[src/rtl/cam_disp_pkg.sv]
// Shared constants and types for the multi-camera display controller:
// 640x480@60 raster timing, layout selection and PIP window placement.
package cam_disp_pkg;

  // Horizontal raster (pixel clocks per line)
  localparam logic [9:0] H_ACTIVE     = 10'd640;
  localparam logic [9:0] H_SYNC_START = 10'd656;
  localparam logic [9:0] H_SYNC_END   = 10'd751;
  localparam logic [9:0] H_TOTAL      = 10'd800;

  // Vertical raster (lines per frame)
  localparam logic [9:0] V_ACTIVE     = 10'd480;
  localparam logic [9:0] V_SYNC_START = 10'd490;
  localparam logic [9:0] V_SYNC_END   = 10'd491;
  localparam logic [9:0] V_TOTAL      = 10'd525;

  // Screen split points used by SPLIT and QUAD layouts
  localparam logic [9:0] HALF_X   = 10'd320;
  localparam logic [9:0] HALF_Y   = 10'd240;
  localparam logic [9:0] SPLIT_Y0 = 10'd120;
  localparam logic [9:0] SPLIT_Y1 = 10'd359;

  // Picture-in-picture inset window, inclusive bounds, shown at x1 scale
  localparam logic [9:0] PIP_X0 = 10'd472;
  localparam logic [9:0] PIP_X1 = 10'd631;
  localparam logic [9:0] PIP_Y0 = 10'd8;
  localparam logic [9:0] PIP_Y1 = 10'd127;

  typedef enum logic [1:0] {
    LAYOUT_SINGLE = 2'd0,
    LAYOUT_SPLIT  = 2'd1,
    LAYOUT_QUAD   = 2'd2,
    LAYOUT_PIP    = 2'd3
  } layout_e;

  // Video control signals that travel alongside the pixel pipeline
  typedef struct packed {
    logic       de;
    logic       h_sync;
    logic       v_sync;
    logic       frame_start;
    logic [9:0] x;
    logic [9:0] y;
  } vid_ctl_t;

  localparam vid_ctl_t VID_CTL_RST = '{
    de: 1'b0, h_sync: 1'b1, v_sync: 1'b1, frame_start: 1'b0, x: 10'd0, y: 10'd0
  };

endpackage

[src/rtl/vga_timing_gen.sv]
// Free-running 800x525 raster counter with active-low sync generation.
// All outputs are decoded from the current counter position (cycle t).
module vga_timing_gen
  import cam_disp_pkg::*;
(
  input  logic       clk_i,
  input  logic       rst_ni,
  output logic [9:0] h_cnt_o,
  output logic [9:0] v_cnt_o,
  output logic       de_o,
  output logic       h_sync_o,
  output logic       v_sync_o,
  output logic       frame_start_o,
  output logic       frame_end_o
);

  logic [9:0] h_q, h_d;
  logic [9:0] v_q, v_d;
  logic       h_last;
  logic       v_last;

  assign h_last = (h_q == H_TOTAL - 10'd1);
  assign v_last = (v_q == V_TOTAL - 10'd1);

  // Next raster position: h wraps every line, v steps (and wraps) on h wrap
  always_comb begin
    h_d = h_q + 10'd1;
    v_d = v_q;
    if (h_last) begin
      h_d = '0;
      v_d = v_last ? '0 : v_q + 10'd1;
    end
  end

  // Raster position registers
  always_ff @(posedge clk_i) begin
    if (!rst_ni) begin
      h_q <= '0;
      v_q <= '0;
    end else begin
      h_q <= h_d;
      v_q <= v_d;
    end
  end

  assign h_cnt_o       = h_q;
  assign v_cnt_o       = v_q;
  assign de_o          = (h_q < H_ACTIVE) && (v_q < V_ACTIVE);
  assign h_sync_o      = !((h_q >= H_SYNC_START) && (h_q <= H_SYNC_END));
  assign v_sync_o      = !((v_q >= V_SYNC_START) && (v_q <= V_SYNC_END));
  assign frame_start_o = (h_q == '0) && (v_q == '0);
  assign frame_end_o   = h_last && v_last;

endmodule

[src/rtl/multi_cam_display_ctrl.sv]
// Multi-camera display compositor. Reads up to four frame buffers through
// one shared address and composes SINGLE / SPLIT / QUAD / PIP layouts onto
// a 640x480 raster. Pipeline: counters (t), address + select (t+1),
// frame-buffer data (t+2), pixel out (t+3); control signals ride along.
module multi_cam_display_ctrl
  import cam_disp_pkg::*;
#(
  parameter int NUM_CH     = 2,
  parameter int IMG_WIDTH  = 160,
  parameter int IMG_HEIGHT = 120,
  localparam int AW        = $clog2(IMG_WIDTH * IMG_HEIGHT)
) (
  input  logic                  clk,
  input  logic                  reset,
  input  logic [1:0]            mode_req,
  input  logic [1:0]            main_sel,
  input  logic [1:0]            pip_sel,
  output logic [AW-1:0]         rAddr,
  input  logic [NUM_CH*16-1:0]  rData,
  output logic [15:0]           rgb_out,
  output logic                  DE,
  output logic                  h_sync,
  output logic                  v_sync,
  output logic [9:0]            x_pixel,
  output logic [9:0]            y_pixel,
  output logic                  frame_start
);

  localparam logic [15:0] W_BITS   = 16'(IMG_WIDTH);
  localparam logic [2:0]  NUM_CH_L = 3'(NUM_CH);

  // Row * IMG_WIDTH as a sum of shifted copies of the row index; the
  // caller only uses it for rows inside the source image, so it fits AW.
  function automatic logic [AW-1:0] row_base(input logic [9:0] r);
    logic [AW-1:0] acc;
    acc = '0;
    for (int i = 0; i < 16; i++) begin
      if (W_BITS[i]) acc = acc + (AW'(r) << i);
    end
    return acc;
  endfunction

  // ---------------- raster timing ----------------
  logic [9:0] h_cnt, v_cnt;
  logic       t_de, t_hs, t_vs, t_fs, t_fe;

  vga_timing_gen u_timing (
    .clk_i         (clk),
    .rst_ni        (reset),
    .h_cnt_o       (h_cnt),
    .v_cnt_o       (v_cnt),
    .de_o          (t_de),
    .h_sync_o      (t_hs),
    .v_sync_o      (t_vs),
    .frame_start_o (t_fs),
    .frame_end_o   (t_fe)
  );

  // ---------------- layout shadow registers ----------------
  layout_e    mode_q, mode_d;
  logic [1:0] main_q, main_d;
  logic [1:0] pip_q, pip_d;

  // Layout requests are only accepted on the last pixel of a frame
  always_comb begin
    mode_d = mode_q;
    main_d = main_q;
    pip_d  = pip_q;
    if (t_fe) begin
      mode_d = layout_e'(mode_req);
      main_d = main_sel;
      pip_d  = pip_sel;
    end
  end

  // Shadow registers hold the layout for the whole current frame
  always_ff @(posedge clk) begin
    if (!reset) begin
      mode_q <= LAYOUT_SINGLE;
      main_q <= '0;
      pip_q  <= '0;
    end else begin
      mode_q <= mode_d;
      main_q <= main_d;
      pip_q  <= pip_d;
    end
  end

  // ---------------- address / channel decode ----------------
  logic [9:0]    x_mod, y_mod;
  logic          in_pip;
  logic [9:0]    row, col;
  logic [1:0]    ch_d;
  logic          black;
  logic          in_range;
  logic [AW-1:0] addr_d;
  logic          blank_d;

  assign x_mod  = (h_cnt >= HALF_X) ? h_cnt - HALF_X : h_cnt;
  assign y_mod  = (v_cnt >= HALF_Y) ? v_cnt - HALF_Y : v_cnt;
  assign in_pip = (h_cnt >= PIP_X0) && (h_cnt <= PIP_X1) &&
                  (v_cnt >= PIP_Y0) && (v_cnt <= PIP_Y1);

  // Map the raster position to a source channel and source row/column
  always_comb begin
    row   = '0;
    col   = '0;
    ch_d  = '0;
    black = 1'b1;
    if (t_de) begin
      black = 1'b0;
      case (mode_q)
        LAYOUT_SPLIT: begin
          if ((v_cnt >= SPLIT_Y0) && (v_cnt <= SPLIT_Y1)) begin
            ch_d = {1'b0, h_cnt >= HALF_X};
            row  = (v_cnt - SPLIT_Y0) >> 1;
            col  = x_mod >> 1;
          end else begin
            black = 1'b1;
          end
        end
        LAYOUT_QUAD: begin
          ch_d = {v_cnt >= HALF_Y, h_cnt >= HALF_X};
          row  = y_mod >> 1;
          col  = x_mod >> 1;
        end
        LAYOUT_PIP: begin
          if (in_pip) begin
            ch_d = pip_q;
            row  = v_cnt - PIP_Y0;
            col  = h_cnt - PIP_X0;
          end else begin
            ch_d = main_q;
            row  = v_cnt >> 2;
            col  = h_cnt >> 2;
          end
        end
        default: begin
          ch_d = main_q;
          row  = v_cnt >> 2;
          col  = h_cnt >> 2;
        end
      endcase
    end
  end

  // Rows/columns beyond the source image are shown black, never addressed
  assign in_range = ({22'b0, row} < 32'(IMG_HEIGHT)) && ({22'b0, col} < 32'(IMG_WIDTH));
  assign addr_d   = (black || !in_range) ? '0 : row_base(row) + AW'(col);
  assign blank_d  = black || !in_range || ({1'b0, ch_d} >= NUM_CH_L);

  // ---------------- pipeline ----------------
  vid_ctl_t      ctl0, ctl1_q, ctl2_q, ctl3_q;
  logic [AW-1:0] addr_q;
  logic [1:0]    ch1_q, ch2_q;
  logic          blank1_q, blank2_q;
  logic [15:0]   pix_d, rgb_q;

  // Pack the raster control signals for the current position
  always_comb begin
    ctl0             = VID_CTL_RST;
    ctl0.de          = t_de;
    ctl0.h_sync      = t_hs;
    ctl0.v_sync      = t_vs;
    ctl0.frame_start = t_fs;
    ctl0.x           = h_cnt;
    ctl0.y           = v_cnt;
  end

  // Stage 1: shared frame-buffer address and channel decision
  always_ff @(posedge clk) begin
    if (!reset) begin
      addr_q   <= '0;
      ch1_q    <= '0;
      blank1_q <= 1'b1;
      ctl1_q   <= VID_CTL_RST;
    end else begin
      addr_q   <= addr_d;
      ch1_q    <= ch_d;
      blank1_q <= blank_d;
      ctl1_q   <= ctl0;
    end
  end

  // Stage 2: wait out the frame-buffer read latency
  always_ff @(posedge clk) begin
    if (!reset) begin
      ch2_q    <= '0;
      blank2_q <= 1'b1;
      ctl2_q   <= VID_CTL_RST;
    end else begin
      ch2_q    <= ch1_q;
      blank2_q <= blank1_q;
      ctl2_q   <= ctl1_q;
    end
  end

  // Pick the selected channel's word out of the read data
  always_comb begin
    pix_d = '0;
    if (!blank2_q) begin
      for (int k = 0; k < NUM_CH; k++) begin
        if (ch2_q == 2'(k)) pix_d = rData[16*k +: 16];
      end
    end
  end

  // Stage 3: registered pixel and aligned control outputs
  always_ff @(posedge clk) begin
    if (!reset) begin
      rgb_q  <= '0;
      ctl3_q <= VID_CTL_RST;
    end else begin
      rgb_q  <= pix_d;
      ctl3_q <= ctl2_q;
    end
  end

  assign rAddr       = addr_q;
  assign rgb_out     = rgb_q;
  assign DE          = ctl3_q.de;
  assign h_sync      = ctl3_q.h_sync;
  assign v_sync      = ctl3_q.v_sync;
  assign frame_start = ctl3_q.frame_start;
  assign x_pixel     = ctl3_q.x;
  assign y_pixel     = ctl3_q.y;

endmodule

[config.mk]
export PLATFORM = sky130hd
export DESIGN_NAME = multi_cam_display_ctrl
export DESIGN_NICKNAME = d
export VERILOG_FILES = /design/src/rtl/cam_disp_pkg.sv /design/src/rtl/vga_timing_gen.sv /design/src/rtl/multi_cam_display_ctrl.sv
export SDC_FILE = /design/constraint.sdc
export NUM_CORES = 1
export LEC_CHECK = 0
export CAP_MARGIN = 20
export CORE_MARGIN = 10
export CORE_UTILIZATION = 30
export DETAILED_ROUTE_END_ITERATION = 7
export GPL_ROUTABILITY_DRIVEN = 0
export PLACE_DENSITY = 0.51
export SYNTH_ARGS = -nofsm -noshare
export SYNTH_HDL_FRONTEND = slang
export SYNTH_SLANG_ARGS = --single-unit
[constraint.sdc]
create_clock -name clk -period 4.9 [get_ports clk]
set_input_delay 0.735 -clock clk [delete_from_list [all_inputs] [get_ports clk]]
set_output_delay 0.735 -clock clk [all_outputs]
set_load 0.005 [all_outputs]
==> run summary, run 1 <==
IO Pins - 95
period utilization - 92.8%
Syn Inst Count - 698
final hold vios - 0
Crit Path Class - register to register
nets - 881
Overall Global Routing Usage - 12.6%
CP Launch Point - u_timing.h_cnt_o[4]
status - finished, final reports clean
setup TNS - 0 ns
largest net degree at the start of global routing - 64
crit-path max FO - 5
PD cells - 302 nW/um^2
Clock Pin Slew Worst Setup and Hold Paths - 0.06 ns
FP Rows - 53
synthesis-to-layout area growth - 31.7%
max_cap viols - 0
Synth Area per Inst - 9.09 um^2
TritonCTS Buffers - 17
Initial Util - 30.4%
Slew Limit Headroom - 36.3%
post-synthesis sequential area ratio - 42.6%
Yosys reg bits - 135
Root Driver - clkbuf_16
Die X - 165 um
Worst setup EP type - register
Startpoint Class - register
vias in the first global route - 5033
H-tree lvl count - 4
CP dominant cell by count - o21ai_0
Clock Skew - 0.0150 ns
VDD IR-drop max - 178 uV
Max Clk Rate - 220 MHz
Syn Nets - 774
WL met2 - 8030 um
Final setup viols - 0
pins over their slew limit - 0
Fill cells - 2089
synthesized cell area - 6350 um^2
synth top area cells - dfxtp_1 43%, ha_1 6.3%, and2_1 5.6%
Hold Slack - 0.406 ns
post-detail-place hpwl - 12900 um
top routing layer used - met4
full die area - 27400 um^2
critical path, cell by cell - ha_1 > nand4bb_1 > o32ai_4 > a22o_1 > nand2_1 > nand2_1 > o21ai_0 > a221oi_1 > nor3_2 > fa_1 > fa_1 > a21o_1 > a21oi_2 > o21ai_0 > o21ai_0 > nand2b_1 > a21oi_1 > xnor2_1 > nor2_2
Detailed Routing Iterations Pass 1 - 5
DRT iter0 DRCs - 437
Post-synth ARST share - 0%
RR Startpoint - u_timing.h_cnt_o[4]
R2R Setup Slk - 0.35 ns
dominant cell type by area after synthesis - dfxtp_1
crit path to - rAddr[14]
CP Data Arrival Time - 4.86 ns
RSZ-0062 raised after global routing - no
initial antenna violation count - 0
Slew @ Worst Pin - 0.955 ns
worst-skew pair later-pin latency - 0.42 ns
CP max-delay cell - fa_1
worst hold path type - register to register
M1 wire length - 7770 um
count of port buffers added during placement - 94
total gr overflow - 0
first-pass GRT wire length - 27300 um
leakage power - 3.27 nW
antenna cell count - 0
Ys Warns - 0
count of cell types in the netlist - 73
DR WL met3 - 1100 um
Post-CTS Setup Inserts - 0
Main synth FF type - dfxtp_1
reg2reg path depth - 19
CTS max path bufs - 2
Die Ht - 165 um
vias per inst - 4.77
max incr delay on CP - 0.54 ns
CTS sink count - 135
FF-to-FF End - rAddr[14]
core area - 20900 um^2
final WL - 17400 um
CP required - 5.21 ns
WL/cell - 15.9 um
# DRC - 0
area share of the largest cell type after synthesis - 42.6%
Final ANT Viol Nets - 0
CTS tree - built
Post-synth EDFFs - 0
layout cells sized above 1 - 12.2%
Final Critical Period - 4.55 ns
vias - 5217
[layout make-up]
type,count,area [um^2],share of cell area [%]
inverters,20,75.1,0.898
clock inverters,15,191,2.29
flip-flops and latches,135,2710,32.4
well taps,275,344,4.12
multi-input cells,497,3380,40.5
clock buffers,17,425,5.09
repair buffers,134,1240,14.8
[cell families after synthesis]
group           synth area share (%)
compound gates                  12.2
mux                             5.07
fa+ha+maj                       7.57
simple gates                    22.6
flops                           42.6
xor+xnor                        5.38
buf+inv                         4.55
[cell usage after synthesis (3+ instances only)]
library cell and instances:
dfxtp_1 135, nor2_1 80, and2_1 57, nand2_1 45
ha_1 32, mux2i_1 31, xnor2_1 26, a21oi_1 24
clkbuf_1 24, o21ai_0 23, inv_1 19, nand3_1 18
nor3_1 14, xor2_1 13, nand4_1 12, buf_2 11
nor2_2 11, nand2b_1 10, a21o_1 7, buf_1 6
o22ai_1 6, or3_1 6, a31oi_1 5, a311oi_1 4
a32o_1 4, fa_1 4, nor4_1 4, a221oi_1 3
and3_1 3, buf_6 3, nor2b_1 3, o2111ai_1 3
o211ai_1 3, o21a_1 3, o221ai_1 3, or2_2 3
[power by group]
group	internal [W]	switching, W	total [W]	leakage (nW)
registers	0.00111	0.00000489	0.00111	1.09
clock network	0.000813	0.000513	0.00133	0.302
logic	0.0000487	0.0000371	0.0000858	1.87
total	0.00197	0.000555	0.00253	3.27
[state kept, by name, summed over array words and instances (netlist names), 2 cells and up]
signal and flops:
rAddr 15, u_timing.h_cnt_o 10, rgb_out 16, u_timing.v_cnt_o 10, ctl2_q 24, pip_q 2, y_pixel 10, main_q 2
ch2_q 2, x_pixel 10, mode_q 2, ch1_q 2, ctl1_q 24
[cells in the final DEF (no fill, tap or decap), types with 19 or more instances in the layout]
cell type,instances
ha_1,32
dfxtp_1,133
nand2_1,45
buf_4,40
xnor2_1,26
clkdlybuf4s50_1,93
a21oi_1,23
inv_1,19
and2_1,57
nor2_1,80
mux2i_1,31
o21ai_0,22
[critical path, delay by kind of cell (launching register included)]
kind            cells  cell delay [ns]
compound gates      9             1.96
simple gates        6             0.70
fa+ha+maj           3             1.30
flops               1             0.33
xor+xnor            1             0.15
[through the flow]
| step | utilization [%] | cells | cell area, um^2 | setup slack (ns) | total power [W] |
|---|---|---|---|---|---|
| final | 40.0 | 1093 | 8360 | 0.351 | 0.00253 |
| after global routing | 40.0 | 1093 | 8360 | 0.0317 | 0.00262 |
| after CTS | 39.9 | 1093 | 8330 | 0.220 | 0.00256 |
| after detailed placement | 36.9 | 1061 | 7710 | 0.243 | 0.00123 |
| after floorplan | - | 698 | 6350 | 0.375 | 0.00117 |
| after global placement | 36.9 | 1061 | 7710 | 0.281 | 0.00123 |
[layer usage]
layer	GRT usage, %	up-vias
li1	-	2620
met2	19.8	157
met4	6.11	0
met3	3.07	34
met1	15.9	2406
met5	0	-
[worst min-delay path by stage]
stage / start / end / slack, ns / cells after the start
after global placement: ctl2_q[22] / h_sync / 0.39 / 1
after global routing: ctl1_q[21] / ctl2_q[21] / 0.42 / 1
after floorplan: blank1_q / blank2_q / 0.39 / 1
final: ctl1_q[21] / ctl2_q[21] / 0.41 / 1
after detailed placement: ctl1_q[21] / ctl2_q[21] / 0.40 / 1
after CTS: ctl1_q[21] / ctl2_q[21] / 0.41 / 1
[what timing repair did]
item / CTS / global route
gates resized for setup: 0 / 7
setup endpoints to repair: 0 / 1
hold buffers: 0 / 0
(Power assumes the default switching activity.)
==> run 2: changes to the inputs <==
--- a/config.mk
+++ b/config.mk
@@ -5,6 +5,7 @@
 export SDC_FILE = /design/constraint.sdc
 export NUM_CORES = 1
 export LEC_CHECK = 0
+export ABC_AREA = 1
 export CAP_MARGIN = 20
 export CORE_MARGIN = 10
 export CORE_UTILIZATION = 30
==> run 2 against run 1 <==
Compared with the run above:
- utilization is 1.7 points lower
- fmax is 1.9% higher
- largest cell class unchanged
- sequential share of layout area decreased by 0.069 points
- first-iteration DRC count grew 4.3%
- non-clock buffer count fell by 32
- clock skew grew 0.0024 ns
- sequential power barely moved
==> run summary, run 2 <==
status - finished, final reports clean
setup TNS - 0 ns
area share of the largest cell type after synthesis - 40.5%
Main synth FF type - dfxtp_1
Post-synth EDFFs - 0
FP Rows - 54
VDD IR-drop max - 202 uV
vias - 5817
top routing layer used - met4
max_cap viols - 0
Overall Global Routing Usage - 12.8%
Max Clk Rate - 224 MHz
CTS Hold Bufs - 0
CP Launch Point - u_timing.v_cnt_o[5]
CP Data Arrival Time - 4.78 ns
post-synthesis sequential area ratio - 40.5%
CTS sink count - 135
synthesis-to-layout area growth - 25.6%
most frequent cell after synthesis - nand2_1
Die Ht - 169 um
synthesized cell area - 6670 um^2
count of cell types in the netlist - 41
Final setup viols - 0
commonest non-fill, non-tap cell in the layout - nand2_1
H-tree lvl count - 4
worst-skew pair later-pin latency - 0.43 ns
Crit Path Class - register to register
DRT iter0 DRCs - 456
Root Driver - clkbuf_16
post-detail-place hpwl - 13900 um
RR Startpoint - u_timing.v_cnt_o[5]
Slew Limit Headroom - 55.2%
WL met2 - 8290 um
critical hold path startpoint - ctl2_q[12]
final WL - 18400 um
Yosys reg bits - 135
Post-synth ARST share - 0%
CP required - 5.21 ns
TritonCTS Buffers - 17
Initial Util - 30.5%
M1 wire length - 8540 um
Detailed Routing Iterations Pass 1 - 5
Ys Warns - 0
PD cells - 293 nW/um^2
Clock Pin Slew Worst Setup and Hold Paths - 0.06 ns
Synth Area per Inst - 7.32 um^2
antenna cell count - 0
count of port buffers added during placement - 94
Startpoint Class - register
Final Critical Period - 4.46 ns
worst hold path type - register to register
crit-path max FO - 15
core area - 21800 um^2
full die area - 28600 um^2
Final ANT Viol Nets - 0
largest net degree at the start of global routing - 66
nets - 1069
CTS max path bufs - 2
initial antenna violation count - 0
# DRC - 0
IO Pins - 95
total gr overflow - 0
DR WL met3 - 1030 um
Worst setup EP type - register
vias in the first global route - 5540
period utilization - 91.1%
synth top area cells - dfxtp_1 41%, nand2_1 12%, inv_1 8.1%
first-pass GRT wire length - 29500 um
WL/cell - 14.3 um
final hold vios - 0
Syn Nets - 986
Total Power - 0.00245 W
RSZ-0062 raised after global routing - no
leakage power - 4.20 nW
dominant cell type by area after synthesis - dfxtp_1
Die X - 169 um
layout cells sized above 1 - 8.75%
Slew @ Worst Pin - 0.671 ns
Clock Skew - 0.0174 ns
vias per inst - 4.52
Syn Inst Count - 910
commonest cells after routing, fill and taps aside - 214 x nand2_1, 144 x inv_1, 135 x dfxtp_1
CTS tree - built
synth cell count leaders - 214 x nand2_1, 144 x inv_1, 135 x dfxtp_1
pins over their slew limit - 0
Post-CTS Setup Inserts - 0
[run 2: cell count changes after synthesis, sizes merged, moves of 7 or more]
cell	before	now
a21o	7	0
nand3	18	63
a21oi	24	61
nand2	45	221
inv	19	151
and2	57	0
o21ai	24	47
clkbuf	25	18
mux2i	31	0
xnor2	26	3
nand2b	10	0
[run 2: power breakdown]
group / leakage (nW) / switching, W / internal [W] / total [W]
clock: 0.293 / 0.000510 / 0.000740 / 0.00125
combinational: 2.82 / 0.0000404 / 0.0000464 / 0.0000869
sequential: 1.09 / 0.00000537 / 0.00111 / 0.00112
total: 4.20 / 0.000556 / 0.00190 / 0.00245
[run 2: layer usage]
metal  global-route usage, %  vias up
met3                    3.22       29
met4                    5.97        0
met1                    16.1     2599
li1                        -     3014
met2                    20.1      175
met5                       0        -
[run 2: cell families after synthesis]
kind of cell,synth area share [%]
AND/OR/NAND/NOR,27.2
buffers and inverters,12.1
flip-flops,40.5
AO/OA/AOI/OAI,10.5
adder cells (fa/ha/maj),7.21
XOR/XNOR,2.50
[run 2: through the flow]
step / cell area [um^2] / setup slack (ns) / cells / hold WS [ns] / utilization [%]
floorplan: 6670 / 0.711 / 910 / 0.390 / -
global placement: 7770 / 0.492 / 1253 / 0.395 / 35.6
detailed placement: 7770 / 0.392 / 1253 / 0.395 / 35.6
CTS: 8360 / 0.377 / 1285 / 0.409 / 38.3
global route: 8370 / 0.00655 / 1286 / 0.420 / 38.4
finish: 8370 / 0.436 / 1286 / 0.409 / 38.4
[run 2: final cells by class]
| class | count | area [um^2] |
|---|---|---|
| fillers | 2252 | 13500 |
| multi-input cells | 586 | 3160 |
| flip-flops and latches | 135 | 2700 |
| repair buffers | 102 | 996 |
| inverters | 151 | 572 |
| clock buffers | 19 | 453 |
| well taps | 280 | 350 |
| clock inverters | 13 | 133 |
[run 2: worst max-delay path, cell delays in order, from the launching register on]
cell and delay, ns:
dfxtp_1 0.57, inv_1 0.23, ha_1 0.24, nand2_1 0.09, inv_1 0.05, nand2_1 0.05
nor2_1 0.07, nor2_4 0.15, nand3_2 0.25, nand2_1 0.13, o211ai_1 0.09, a221oi_1 0.50
fa_1 0.50, ha_1 0.37, a21oi_1 0.16, nand2_1 0.07, nand2_1 0.07, nand2_1 0.05
a21oi_1 0.19, nor2_1 0.06, o21ai_0 0.14, nand2_1 0.08, xor2_1 0.14, inv_1 0.06
nor2_2 0.03
[run 2: timing repair]
item	4_1_cts	5_1_grt
hold endpoints to repair	0	0
setup endpoints to repair	0	2
resized for setup	0	1
[run 2: final timing paths]
path / slack [ns] / cells past startpoint / to
min reg2reg: 0.41 / 2 / x_pixel[2]
min: 0.41 / 2 / x_pixel[2]
max: 0.44 / 24 / rAddr[13]
max reg2reg: 0.44 / 24 / rAddr[13]
==> run 3: changes to the inputs <==
--- a/config.mk
+++ b/config.mk
@@ -8,10 +8,10 @@
 export ABC_AREA = 1
 export CAP_MARGIN = 20
 export CORE_MARGIN = 10
-export CORE_UTILIZATION = 30
+export CORE_UTILIZATION = 50
 export DETAILED_ROUTE_END_ITERATION = 7
 export GPL_ROUTABILITY_DRIVEN = 0
-export PLACE_DENSITY = 0.51
+export PLACE_DENSITY = 0.76
 export SYNTH_ARGS = -nofsm -noshare
 export SYNTH_HDL_FRONTEND = slang
 export SYNTH_SLANG_ARGS = --single-unit
==> run 3 against run 2 <==
Compared with the run above:
- combinational power down 0.7%
- non-clock buffer count down 5
- largest cell class unchanged
- clock-buffer cell count unchanged
- first-iteration DRC count up 72%
- critical path type unchanged
- flip-flop and latch count unchanged
- via count up 2.4%
- clock skew down 0.00092 ns
==> run summary, run 3 (synthesis gave the netlist of run 2 again) <==
total gr overflow - 0
Initial Util - 50.7%
worst hold path type - register to register
CTS max path bufs - 2
H-tree lvl count - 4
CTS sink count - 135
vias - 5955
PD cells - 303 nW/um^2
setup TNS - 0 ns
antenna cell count - 0
Slew @ Worst Pin - 1.01 ns
Worst setup EP type - register
core area - 13100 um^2
Final ANT Viol Nets - 0
Max Clk Rate - 220 MHz
DRT iter0 DRCs - 785
WL/cell - 14.5 um
Slew Limit Headroom - 32.6%
IO Pins - 95
first-pass GRT wire length - 27800 um
CP Data Arrival Time - 4.89 ns
Die X - 135 um
Die Ht - 135 um
Gates resized, CTS repair - 0
count of port buffers added during placement - 94
commonest cells after routing, fill and taps aside - 214 x nand2_1, 144 x inv_1, 135 x dfxtp_1
synthesis-to-layout area growth - 23.3%
Total Power - 0.00249 W
Startpoint Class - register
Post-CTS Setup Inserts - 0
Final setup viols - 0
# DRC - 0
Fill cells - 1155
CTS Hold Bufs - 0
initial antenna violation count - 0
vias in the first global route - 5568
Detailed Routing Iterations Pass 1 - 7
nets - 1064
vias per inst - 5.06
commonest non-fill, non-tap cell in the layout - nand2_1
CP max-delay cell - dfxtp_1
largest net degree at the start of global routing - 45
max_cap viols - 0
CP required - 5.25 ns
layout cells sized above 1 - 8.19%
final hold vios - 0
critical path, cell by cell - inv_1 > ha_1 > nand2_1 > nand2_1 > inv_1 > nand2_1 > nor2_1 > nor2_4 > nand3_2 > o211ai_1 > a221oi_1 > fa_1 > fa_1 > a31oi_1 > o221a_2 > or2_1 > nand2_1 > nand2_1 > nand2_1 > nor2_4
status - finished, final reports clean
leakage power - 4.18 nW
TritonCTS Buffers - 17
pins over their slew limit - 0
worst-skew pair later-pin latency - 0.41 ns
RSZ-0062 raised after global routing - no
post-detail-place hpwl - 12300 um
CP dominant cell by count - nand2_1
FP Rows - 42
full die area - 18300 um^2
max incr delay on CP - 0.63 ns
Final Critical Period - 4.54 ns
VDD IR-drop max - 220 uV
CTS tree - built
Crit Path Class - register to register
Clock Skew - 0.0164 ns
Clock Pin Slew Worst Setup and Hold Paths - 0.06 ns
final WL - 17000 um
period utilization - 92.7%
Root Driver - clkbuf_16
crit-path max FO - 9
Overall Global Routing Usage - 18.6%
run 3: changes by cell type in the layout (fill, tap and decap cells not counted), sizes merged:
cell | previous run | this run
clkinv | 5 | 3
inv | 158 | 157
bufinv | 1 | 2
buf | 9 | 4
clkinvlp | 0 | 2
run 3: final cells by class:
cell class | count | area, um^2 | area share (%)
well taps | 176 | 220 | 2.68
clock buffers | 19 | 453 | 5.51
multi-input cells | 586 | 3160 | 38.4
flip-flops and latches | 135 | 2700 | 32.9
inverters | 151 | 572 | 6.96
repair buffers | 97 | 958 | 11.7
clock inverters | 13 | 156 | 1.90
run 3: power by group:
part	internal [W]	switching (W)	total [W]	leakage (nW)
Sequential	0.00111	0.00000553	0.00112	1.09
Combinational	0.0000465	0.0000398	0.0000863	2.79
Clock	0.000790	0.000501	0.00129	0.293
run 3: path summary, 6_finish.rpt:
path,depth (start not counted),slack [ns],end,startpoint
setup / recovery,20,0.36,rAddr[14],u_timing.v_cnt_o[5]
hold / removal,2,0.40,y_pixel[9],ctl2_q[9]
setup reg to reg,20,0.36,rAddr[14],u_timing.v_cnt_o[5]
hold reg to reg,2,0.40,y_pixel[9],ctl2_q[9]
run 3: stage by stage:
stage                     util [%]  setup slack, ns  area, um^2  cells  hold slack, ns
after global placement        57.9            0.588        7610   1145           0.392
final                         62.6            0.358        8220   1177           0.404
after global routing          62.6          0.00520        8220   1177           0.419
after CTS                     62.6            0.404        8220   1177           0.407
after floorplan                  -            0.711        6670    910           0.390
after detailed placement      57.9            0.418        7610   1145           0.395
run 3: worst max-delay path: cells and delay by family (launching register included):
family,cells,cell delay [ns]
AOI/OAI and AO/OA,4,1.18
adders and majority gates,3,1.34
buffers and inverters,2,0.34
DFF,1,0.63
and+or+nand+nor,11,1.00
run 3: metal layers:
metal | share of wire [%] | vias to the layer above | GRT usage, %
met5 | 0 | - | 0
met4 | 2.4 | 0 | 7.42
met3 | 7.9 | 39 | 4.08
met2 | 47 | 267 | 30.2
met1 | 42 | 2645 | 23.4
li1 | - | 3004 | -
